--- src/rtl/display_scheduler_pkg.sv ---
// display_scheduler_pkg
// Shared definitions for the display scan controller: decoder code
// constants and the scheduler FSM state encoding.
package display_scheduler_pkg;

    // Decoder input codes that have a meaning beyond plain digits.
    localparam logic [3:0] CODE_E     = 4'd6;
    localparam logic [3:0] CODE_N     = 4'd8;
    localparam logic [3:0] CODE_P     = 4'd9;
    localparam logic [3:0] CODE_DOT   = 4'd10;
    localparam logic [3:0] CODE_BLANK = 4'd15;

    typedef enum logic [1:0] {
        CRED = 2'd0,
        PEND = 2'd1,
        MSG  = 2'd2
    } state_e;

endpackage

--- src/rtl/display_scheduler_if.sv ---
// display_scheduler_if
// Bundle between the sales FSM (master) and the display scheduler (slave).
//   cred_valid/cred_codes : credit digit codes, digit 0 in [3:0]
//   msg_valid/msg_codes/msg_blink, msg_ready : message handshake
//   code, dig_en          : decoder code and active-low digit selects
//   msg_active, frame_tick: status outputs
interface display_scheduler_if #(
    parameter int DIGITS = 4
) ();
    logic                  cred_valid;
    logic [4*DIGITS-1:0]   cred_codes;
    logic                  msg_valid;
    logic [4*DIGITS-1:0]   msg_codes;
    logic                  msg_blink;
    logic                  msg_ready;
    logic [3:0]            code;
    logic [DIGITS-1:0]     dig_en;
    logic                  msg_active;
    logic                  frame_tick;

    modport master (
        output cred_valid, cred_codes, msg_valid, msg_codes, msg_blink,
        input  msg_ready, code, dig_en, msg_active, frame_tick
    );

    modport slave (
        input  cred_valid, cred_codes, msg_valid, msg_codes, msg_blink,
        output msg_ready, code, dig_en, msg_active, frame_tick
    );
endinterface

--- src/rtl/display_scheduler_scan.sv ---
// scan_timer
// Slot prescaler and digit index for the multiplexed display.
//   clk, rst      : clock, async active-high reset
//   slot_tick_o   : high in the last clock of each digit slot
//   digit_idx_o   : digit currently being scanned
//   frame_tick_o  : slot tick of the last digit (frame boundary)
module scan_timer #(
    parameter int PRESCALE = 50000,
    parameter int DIGITS   = 4
) (
    input  logic                      clk,
    input  logic                      rst,
    output logic                      slot_tick_o,
    output logic [$clog2(DIGITS)-1:0] digit_idx_o,
    output logic                      frame_tick_o
);
    localparam int SW = $clog2(PRESCALE);
    localparam int IW = $clog2(DIGITS);

    logic [SW-1:0] slot_q;
    logic [IW-1:0] idx_q;
    logic          slot_tick;
    logic          last_digit;

    assign slot_tick  = (slot_q == SW'(PRESCALE - 1));
    assign last_digit = (idx_q == IW'(DIGITS - 1));

    always_ff @(posedge clk or posedge rst) begin
        if (rst) begin
            slot_q <= '0;
            idx_q  <= '0;
        end else if (slot_tick) begin
            slot_q <= '0;
            idx_q  <= last_digit ? '0 : idx_q + IW'(1);
        end else begin
            slot_q <= slot_q + SW'(1);
        end
    end

    assign slot_tick_o  = slot_tick;
    assign digit_idx_o  = idx_q;
    assign frame_tick_o = slot_tick && last_digit;
endmodule

--- src/rtl/display_scheduler.sv ---
// display_scheduler
// Scan controller for the multi-digit 7-segment display. Shows the credit
// continuously and overlays messages for MSG_HOLD frames, optionally
// blinking. Displayed content only changes at frame boundaries.
//   clk, rst : clock, async active-high reset
//   bus      : display_scheduler_if slave (credit/message in, code/dig_en out)
module display_scheduler
    import display_scheduler_pkg::*;
#(
    parameter int DIGITS       = 4,
    parameter int PRESCALE     = 50000,
    parameter int MSG_HOLD     = 200,
    parameter int BLINK_FRAMES = 25
) (
    input  logic                clk,
    input  logic                rst,
    display_scheduler_if.slave  bus
);
    localparam int IW = $clog2(DIGITS);
    localparam int HW = (MSG_HOLD > 1) ? $clog2(MSG_HOLD) : 1;
    localparam int BW = (BLINK_FRAMES > 1) ? $clog2(BLINK_FRAMES) : 1;
    localparam logic [DIGITS-1:0] DIG_EN_RST = ~DIGITS'(1);

    logic          slot_tick;
    logic          frame_tick;
    logic [IW-1:0] digit_idx;

    scan_timer #(
        .PRESCALE(PRESCALE),
        .DIGITS  (DIGITS)
    ) u_scan_timer (
        .clk         (clk),
        .rst         (rst),
        .slot_tick_o (slot_tick),
        .digit_idx_o (digit_idx),
        .frame_tick_o(frame_tick)
    );

    state_e              state_q, state_d;
    logic [4*DIGITS-1:0] cred_shadow_q, cred_shadow_d;
    logic [4*DIGITS-1:0] msg_buf_q, msg_buf_d;
    logic                blink_flag_q, blink_flag_d;
    logic [4*DIGITS-1:0] disp_q, disp_d;
    logic [HW-1:0]       hold_q, hold_d;
    logic [BW-1:0]       bcnt_q, bcnt_d;
    logic                phase_q, phase_d;
    logic [3:0]          code_q, code_d;
    logic [DIGITS-1:0]   dig_en_q, dig_en_d;
    logic [IW-1:0]       idx_next;

    always_comb begin
        state_d       = state_q;
        cred_shadow_d = cred_shadow_q;
        msg_buf_d     = msg_buf_q;
        blink_flag_d  = blink_flag_q;
        disp_d        = disp_q;
        hold_d        = hold_q;
        bcnt_d        = bcnt_q;
        phase_d       = phase_q;
        code_d        = code_q;
        dig_en_d      = dig_en_q;
        idx_next      = '0;

        if (bus.cred_valid) begin
            cred_shadow_d = bus.cred_codes;
        end

        case (state_q)
            CRED: begin
                if (frame_tick) begin
                    disp_d = cred_shadow_q;
                end
                if (bus.msg_valid) begin
                    msg_buf_d    = bus.msg_codes;
                    blink_flag_d = bus.msg_blink;
                    state_d      = PEND;
                end
            end
            PEND: begin
                if (frame_tick) begin
                    state_d = MSG;
                    disp_d  = msg_buf_q;
                    hold_d  = '0;
                    bcnt_d  = '0;
                    phase_d = 1'b0;
                end
            end
            MSG: begin
                if (frame_tick) begin
                    if (hold_q == HW'(MSG_HOLD - 1)) begin
                        state_d = CRED;
                        disp_d  = cred_shadow_q;
                    end else begin
                        hold_d = hold_q + HW'(1);
                    end
                    if (blink_flag_q) begin
                        if (bcnt_q == BW'(BLINK_FRAMES - 1)) begin
                            bcnt_d  = '0;
                            phase_d = ~phase_q;
                        end else begin
                            bcnt_d = bcnt_q + BW'(1);
                        end
                    end
                end
            end
            default: state_d = CRED;
        endcase

        // Output registers take the next digit's code from the next-state
        // frame, so digit 0 of a new frame already shows the new content.
        if (slot_tick) begin
            idx_next = frame_tick ? '0 : digit_idx + IW'(1);
            dig_en_d = ~(DIGITS'(1) << idx_next);
            if ((state_d == MSG) && blink_flag_q && phase_d) begin
                code_d = CODE_BLANK;
            end else begin
                code_d = disp_d[{idx_next, 2'b00} +: 4];
            end
        end
    end

    always_ff @(posedge clk or posedge rst) begin
        if (rst) begin
            state_q       <= CRED;
            cred_shadow_q <= '0;
            msg_buf_q     <= '0;
            blink_flag_q  <= 1'b0;
            disp_q        <= '0;
            hold_q        <= '0;
            bcnt_q        <= '0;
            phase_q       <= 1'b0;
            code_q        <= '0;
            dig_en_q      <= DIG_EN_RST;
        end else begin
            state_q       <= state_d;
            cred_shadow_q <= cred_shadow_d;
            msg_buf_q     <= msg_buf_d;
            blink_flag_q  <= blink_flag_d;
            disp_q        <= disp_d;
            hold_q        <= hold_d;
            bcnt_q        <= bcnt_d;
            phase_q       <= phase_d;
            code_q        <= code_d;
            dig_en_q      <= dig_en_d;
        end
    end

    assign bus.code       = code_q;
    assign bus.dig_en     = dig_en_q;
    assign bus.msg_ready  = (state_q == CRED);
    assign bus.msg_active = (state_q == PEND) || (state_q == MSG);
    assign bus.frame_tick = frame_tick;
endmodule

--- src/flat_wrapper.sv ---
// flat-port wrapper written by rule: the top's interface ports become plain ports
module display_scheduler_flat import display_scheduler_pkg::*;
#(
    parameter int DIGITS       = 4,
    parameter int PRESCALE     = 50000,
    parameter int MSG_HOLD     = 200,
    parameter int BLINK_FRAMES = 25
)
  (clk, rst, bus_cred_valid, bus_cred_codes, bus_msg_valid, bus_msg_codes, bus_msg_blink, bus_msg_ready, bus_code, bus_dig_en, bus_msg_active, bus_frame_tick);
  display_scheduler_if #(.DIGITS(DIGITS)) bus_i ();
  input  logic clk;
  input  logic rst;
  input wire logic [$bits(bus_i.cred_valid)-1:0] bus_cred_valid;
  input wire logic [$bits(bus_i.cred_codes)-1:0] bus_cred_codes;
  input wire logic [$bits(bus_i.msg_valid)-1:0] bus_msg_valid;
  input wire logic [$bits(bus_i.msg_codes)-1:0] bus_msg_codes;
  input wire logic [$bits(bus_i.msg_blink)-1:0] bus_msg_blink;
  output wire logic [$bits(bus_i.msg_ready)-1:0] bus_msg_ready;
  output wire logic [$bits(bus_i.code)-1:0] bus_code;
  output wire logic [$bits(bus_i.dig_en)-1:0] bus_dig_en;
  output wire logic [$bits(bus_i.msg_active)-1:0] bus_msg_active;
  output wire logic [$bits(bus_i.frame_tick)-1:0] bus_frame_tick;
  assign bus_i.cred_valid = bus_cred_valid;
  assign bus_i.cred_codes = bus_cred_codes;
  assign bus_i.msg_valid = bus_msg_valid;
  assign bus_i.msg_codes = bus_msg_codes;
  assign bus_i.msg_blink = bus_msg_blink;
  assign bus_msg_ready = bus_i.msg_ready;
  assign bus_code = bus_i.code;
  assign bus_dig_en = bus_i.dig_en;
  assign bus_msg_active = bus_i.msg_active;
  assign bus_frame_tick = bus_i.frame_tick;
  display_scheduler #(.DIGITS(DIGITS), .PRESCALE(PRESCALE), .MSG_HOLD(MSG_HOLD), .BLINK_FRAMES(BLINK_FRAMES)) u_core (.clk(clk), .rst(rst), .bus(bus_i));
endmodule
--- config.mk ---
export PLATFORM = sky130hd
export DESIGN_NAME = display_scheduler_flat
export DESIGN_NICKNAME = d
export VERILOG_FILES = /design/src/rtl/display_scheduler_pkg.sv /design/src/rtl/display_scheduler_if.sv /design/src/rtl/display_scheduler_scan.sv /design/src/rtl/display_scheduler.sv /design/src/flat_wrapper.sv
export SDC_FILE = /design/constraint.sdc
export NUM_CORES = 1
export LEC_CHECK = 0
export ABC_AREA = 1
export CELL_PAD_IN_SITES_DETAIL_PLACEMENT = 1
export CELL_PAD_IN_SITES_GLOBAL_PLACEMENT = 1
export CORE_UTILIZATION = 25
export CTS_CLUSTER_DIAMETER = 200
export CTS_CLUSTER_SIZE = 20
export DETAILED_ROUTE_END_ITERATION = 12
export PLACE_DENSITY_LB_ADDON = 0.12
export SYNTH_ARGS = -nofsm -noshare
export SYNTH_HDL_FRONTEND = slang
export SYNTH_HIERARCHICAL = 1
export SYNTH_SLANG_ARGS = --single-unit
--- constraint.sdc ---
create_clock -name clk -period 2.6 [get_ports clk]
set_clock_uncertainty 0.2 [all_clocks]
set_input_delay 0.52 -clock clk [delete_from_list [all_inputs] [get_ports clk]]
set_output_delay 0.52 -clock clk [all_outputs]
set_load 0.02 [all_outputs]
==> results.txt <==
----------------------------------------------------
[Placement]
  Number of port buffers ... 47
  Placer's final routability congestion estimate ... roughly 0.76
  DPL Wire Length ... about 9500 µm
  Setup slack at placement ... -0.0955 ns

[Cells and area]
  Antenna cell count ... 0
  Ratio of cells with drive above 1 in the final layout ... roughly a fifth
  Signed area change from the synthesized netlist to the final layout ... 32.0%
  Fin nets ... just under 700
  Fill cells ... between 2k and 2.5k

[Logic synthesis]
  Post-synthesis net count ... roughly 600
  Area contributors post-synth ... dfrtp_1 (47%), nand2_1 (14%), mux2_2 (6.1%)
  Count of cell types in the netlist ... 38
  Most area-hungry cell type in the Yosys netlist ... dfrtp_1
  Share of the synthesized area in the top cell type ... between 40 and 50%
  EDFF count, synth ... 0
  Count of mapped cells out of synthesis ... about 550
  Post-synth top cells ... nand2_1 (170), dfrtp_1 (88), inv_1 (54)
  Cell with the most instances after synthesis ... nand2_1
  Flip-flop and latch count after synthesis ... 91
  Summed instance area of the synthesized netlist ... approximately 0.0047 mm²
  Mean post-synth cell area ... approximately 8.5 µm²
  Part of the Yosys area used for sequential elements ... just under 50%
  Synthesized-area fraction occupied by adder cells ... under 10%
  Share of synthesized cell area in and, or, nand and nor gates ... around 29%
  Post-synthesis share of cell area spent on xor and xnor gates ... ~1.7%
  Largest family of logic cells by synthesized area ... simple AND/OR/NAND/NOR gates
  Share of async-settable or async-resettable flops after synthesis ... 100%
  Fraction of synthesized area in multiplexers ... 6.05%
  Number of warnings issued by yosys ... 6
  Main synth FF type ... dfrtp_1
  Area fraction in compound gates after synthesis ... 5.97%

[Global route]
  Wire length of the first global-routing pass ... 22300 µm
  GRT Overall Usage ... 14.7%
  Initial antenna violation count ... 0
  Vias in the first global route ... between 4k and 5k
  Maximum number of pins on one net before global-route repair ... 74
  Total congestion overflow ... 0

[Outcome]
  Violations in the final reports ... design-rule violations
  Status ... finished with violations

[Critical path]
  Number of cells traversed by the worst register-to-register path ... 18
  Setup crit end kind ... output port
  Source of the worst register-to-register timing path ... u_core/u_scan_timer/slot_q[6]
  Critical Setup Path Class ... reg2out
  Endpoint of the worst register-to-register path ... u_core/bus.code[0]
  Worst Path Required ... roughly 1.9 ns
  Maximum fanout encountered on the critical timing path ... 6
  Slack of the worst reg-to-reg path ... approximately 0.17 ns
  Arrival time reported for the critical path endpoint ... around 1.8 ns
  Element type at the critical path start ... flip-flop

[Floorplanning]
  Total die area ... roughly 0.019 mm²
  Width of the die ... 138 µm
  Die height ... 138 µm
  Total number of placement rows ... between 40 and 50
  Placeable core region ... 0.0181 mm²
  Initial core utilization ... around a quarter
  Number of top-level pins ... 48

[Routing]
  Drt wl/cell ... between 15 and 20 µm
  Remaining routing DRC violations ... 4
  Vias ... 3897
  DRT antenna net count ... 0
  Post-DR vias/cell ... ~4.5
  Wire length reported by the detailed router ... roughly 13000 µm
  Number of design-rule violations left by the first detailed-router iteration ... roughly 130
  Count of TritonRoute iterations in the first routing pass ... 8

[CTS]
  Number of buffers added by the clock tree synthesis step ... 9
  Number of hold buffers added after CTS ... 0
  TritonCTS clock tree ... yes
  CTS clk-pin slew, worst paths ... 0.07 ns
  H-Tree Depth ... 3
  Clock Latency Late Sink ... roughly 0.35 ns
  CTS root buffer ... clkbuf_16
  Maximum count of clock buffers along a single path ... 2
  Clock net sink count ... between 90 and 100

[Timing]
  Hold violation count in the final report ... 0
  Ratio of final minimum period to clock period ... 96.6%
  Least setup slack across all paths after layout ... 0.0875 ns
  Highest Clock Rate ... 0.398 GHz
  Minimum hold slack ... ~0.28 ns
  Final number of max-transition violations ... 0
  Setup-violating endpoint count in the final report ... 0
  Minimum clock period ... 2.51 ns
  Remaining max-slew budget at the tightest pin ... between 60% and 70%
  Slew at the pin with the worst max-slew slack ... about 0.53 ns

[Pwr]
  Power density normalized to cell area ... between 400 and 500 mW/mm²
  Worst supply voltage drop on vdd ... approximately 0.28 mV
  Leakage ... between 3 and 4 nW

[Min path]
  Hold Path Origin ... u_core/disp_q[14]
  Worst hold-check path type ... reg2reg
  Endpoint with the worst hold slack ... u_core/disp_q[14]
  Hold Path Cell Cnt ... 2

[Job]
  Number of violations of the max-capacitance limit ... 0

----------------------------------------------------
metrics by stage:
stage                     util [%]  TNS, ns  power (mW)  area [µm²]  cells
after floorplan                  -        0        1.52        4650    549
after global routing          33.9  -0.0933        3.14        6140    873
after detailed placement      31.3   -0.124        1.61        5650    847
after CTS                     33.2        0        3.08        6000    863
final                         33.9        0        3.01        6140    873
after global placement        31.3  -0.0829        1.61        5650    847
cells in the final DEF (no fill, tap or decap), types with 4 or more instances in the layout:
| cell | instances |
|---|---|
| clkdlybuf4s50_1 | 45 |
| nand2_2 | 7 |
| inv_1 | 52 |
| o21ai_0 | 21 |
| mux2_2 | 25 |
| ha_1 | 7 |
| nand3_1 | 37 |
| buf_12 | 4 |
| nand4_1 | 10 |
| nor2_2 | 8 |
| clkbuf_16 | 10 |
| buf_4 | 38 |
| xor2_1 | 8 |
| nand3_4 | 4 |
| a21oi_1 | 13 |
| nand2_1 | 168 |
| nor2_1 | 43 |
| o211ai_1 | 6 |
| nor2_4 | 5 |
| dfrtp_1 | 88 |
cell families after synthesis:
kind of cell | after synthesis
and+or+nand+nor | 296
AOI/OAI and AO/OA | 49
DFF | 91
adders and majority gates | 9
buffers and inverters | 70
muxes | 25
xor gates and xnor gates | 9
state kept, by name, summed over array words and instances (netlist names):
name                             count
u_core/bus.code                      4
u_core/bcnt_q                        5
u_core/u_scan_timer/slot_q          16
u_core/phase_q                       1
u_core/u_scan_timer/digit_idx_o      2
u_core/blink_flag_q                  1
u_core/hold_q                        8
u_core/msg_buf_q                    16
u_core/bus.dig_en                    4
u_core/disp_q                       16
u_core/cred_shadow_q                16
u_core/state_q                       2
how the worst max path moves through the flow:
| stage | from | end | slack (ns) | cells past startpoint |
|---|---|---|---|---|
| 6_report | u_core/state_q[0] | bus_msg_ready | 0.09 | 3 |
| 5_1_grt | u_core/u_scan_timer/slot_q[6] | u_core/bus.code[1] | -0.03 | 16 |
| 4_1_cts | u_core/u_scan_timer/slot_q[1] | u_core/bus.code[0] | 0.02 | 17 |
| 3_5_place_dp | u_core/u_scan_timer/slot_q[1] | u_core/bus.code[0] | -0.1 | 16 |
| 3_3_place_gp | u_core/u_scan_timer/slot_q[1] | u_core/bus.code[0] | -0.06 | 16 |
| 2_1_floorplan | rst | u_core/bcnt_q[0] | 0.03 | 1 |
final cells by class:
cell class | count | area (µm²) | share of cell area, %
Inverter | 59 | 229 | 3.73
Tap cell | 229 | 287 | 4.67
Timing Repair Buffer | 90 | 865 | 14.1
Clock buffer | 10 | 229 | 3.73
Clock inverter | 6 | 88.8 | 1.45
Multi-Input combinational cell | 388 | 2160 | 35.2
Sequential cell | 91 | 2280 | 37.2
worst max-delay path: stages, from the launching register on:
cell	delay, ns
dfrtp_1	0.40
inv_1	0.13
ha_2	0.29
clkdlybuf4s50_1	0.63
per-layer routing:
layer  share of wire, %  wire (µm)  vias up  track usage [%]
met1                 50       6610     1908             20.5
met3                2.5        328       11             2.11
li1                   -          -     1936                -
met5                  0          0        -                0
met4                1.5        196        0             5.68
met2                 46       5980       42             23.0
what timing repair did:
| item | CTS | global route |
|---|---|---|
| gates resized for setup | 8 | 16 |
| endpoints found under the hold margin | 0 | 0 |
| pin swaps | 0 | 9 |
| buffers inserted | 0 | 9 |
| endpoints found under the setup margin | 4 | 11 |
| gates cloned | 0 | 1 |
where the power goes:
group	switching [mW]	internal (mW)	leakage, nW	total, mW
Clock	0.589	0.845	0.149	1.43
Combinational	0.0567	0.0694	1.69	0.126
Sequential	0.0132	1.44	1.18	1.45
Total	0.659	2.35	3.03	3.01
(Power assumes the default switching activity.)
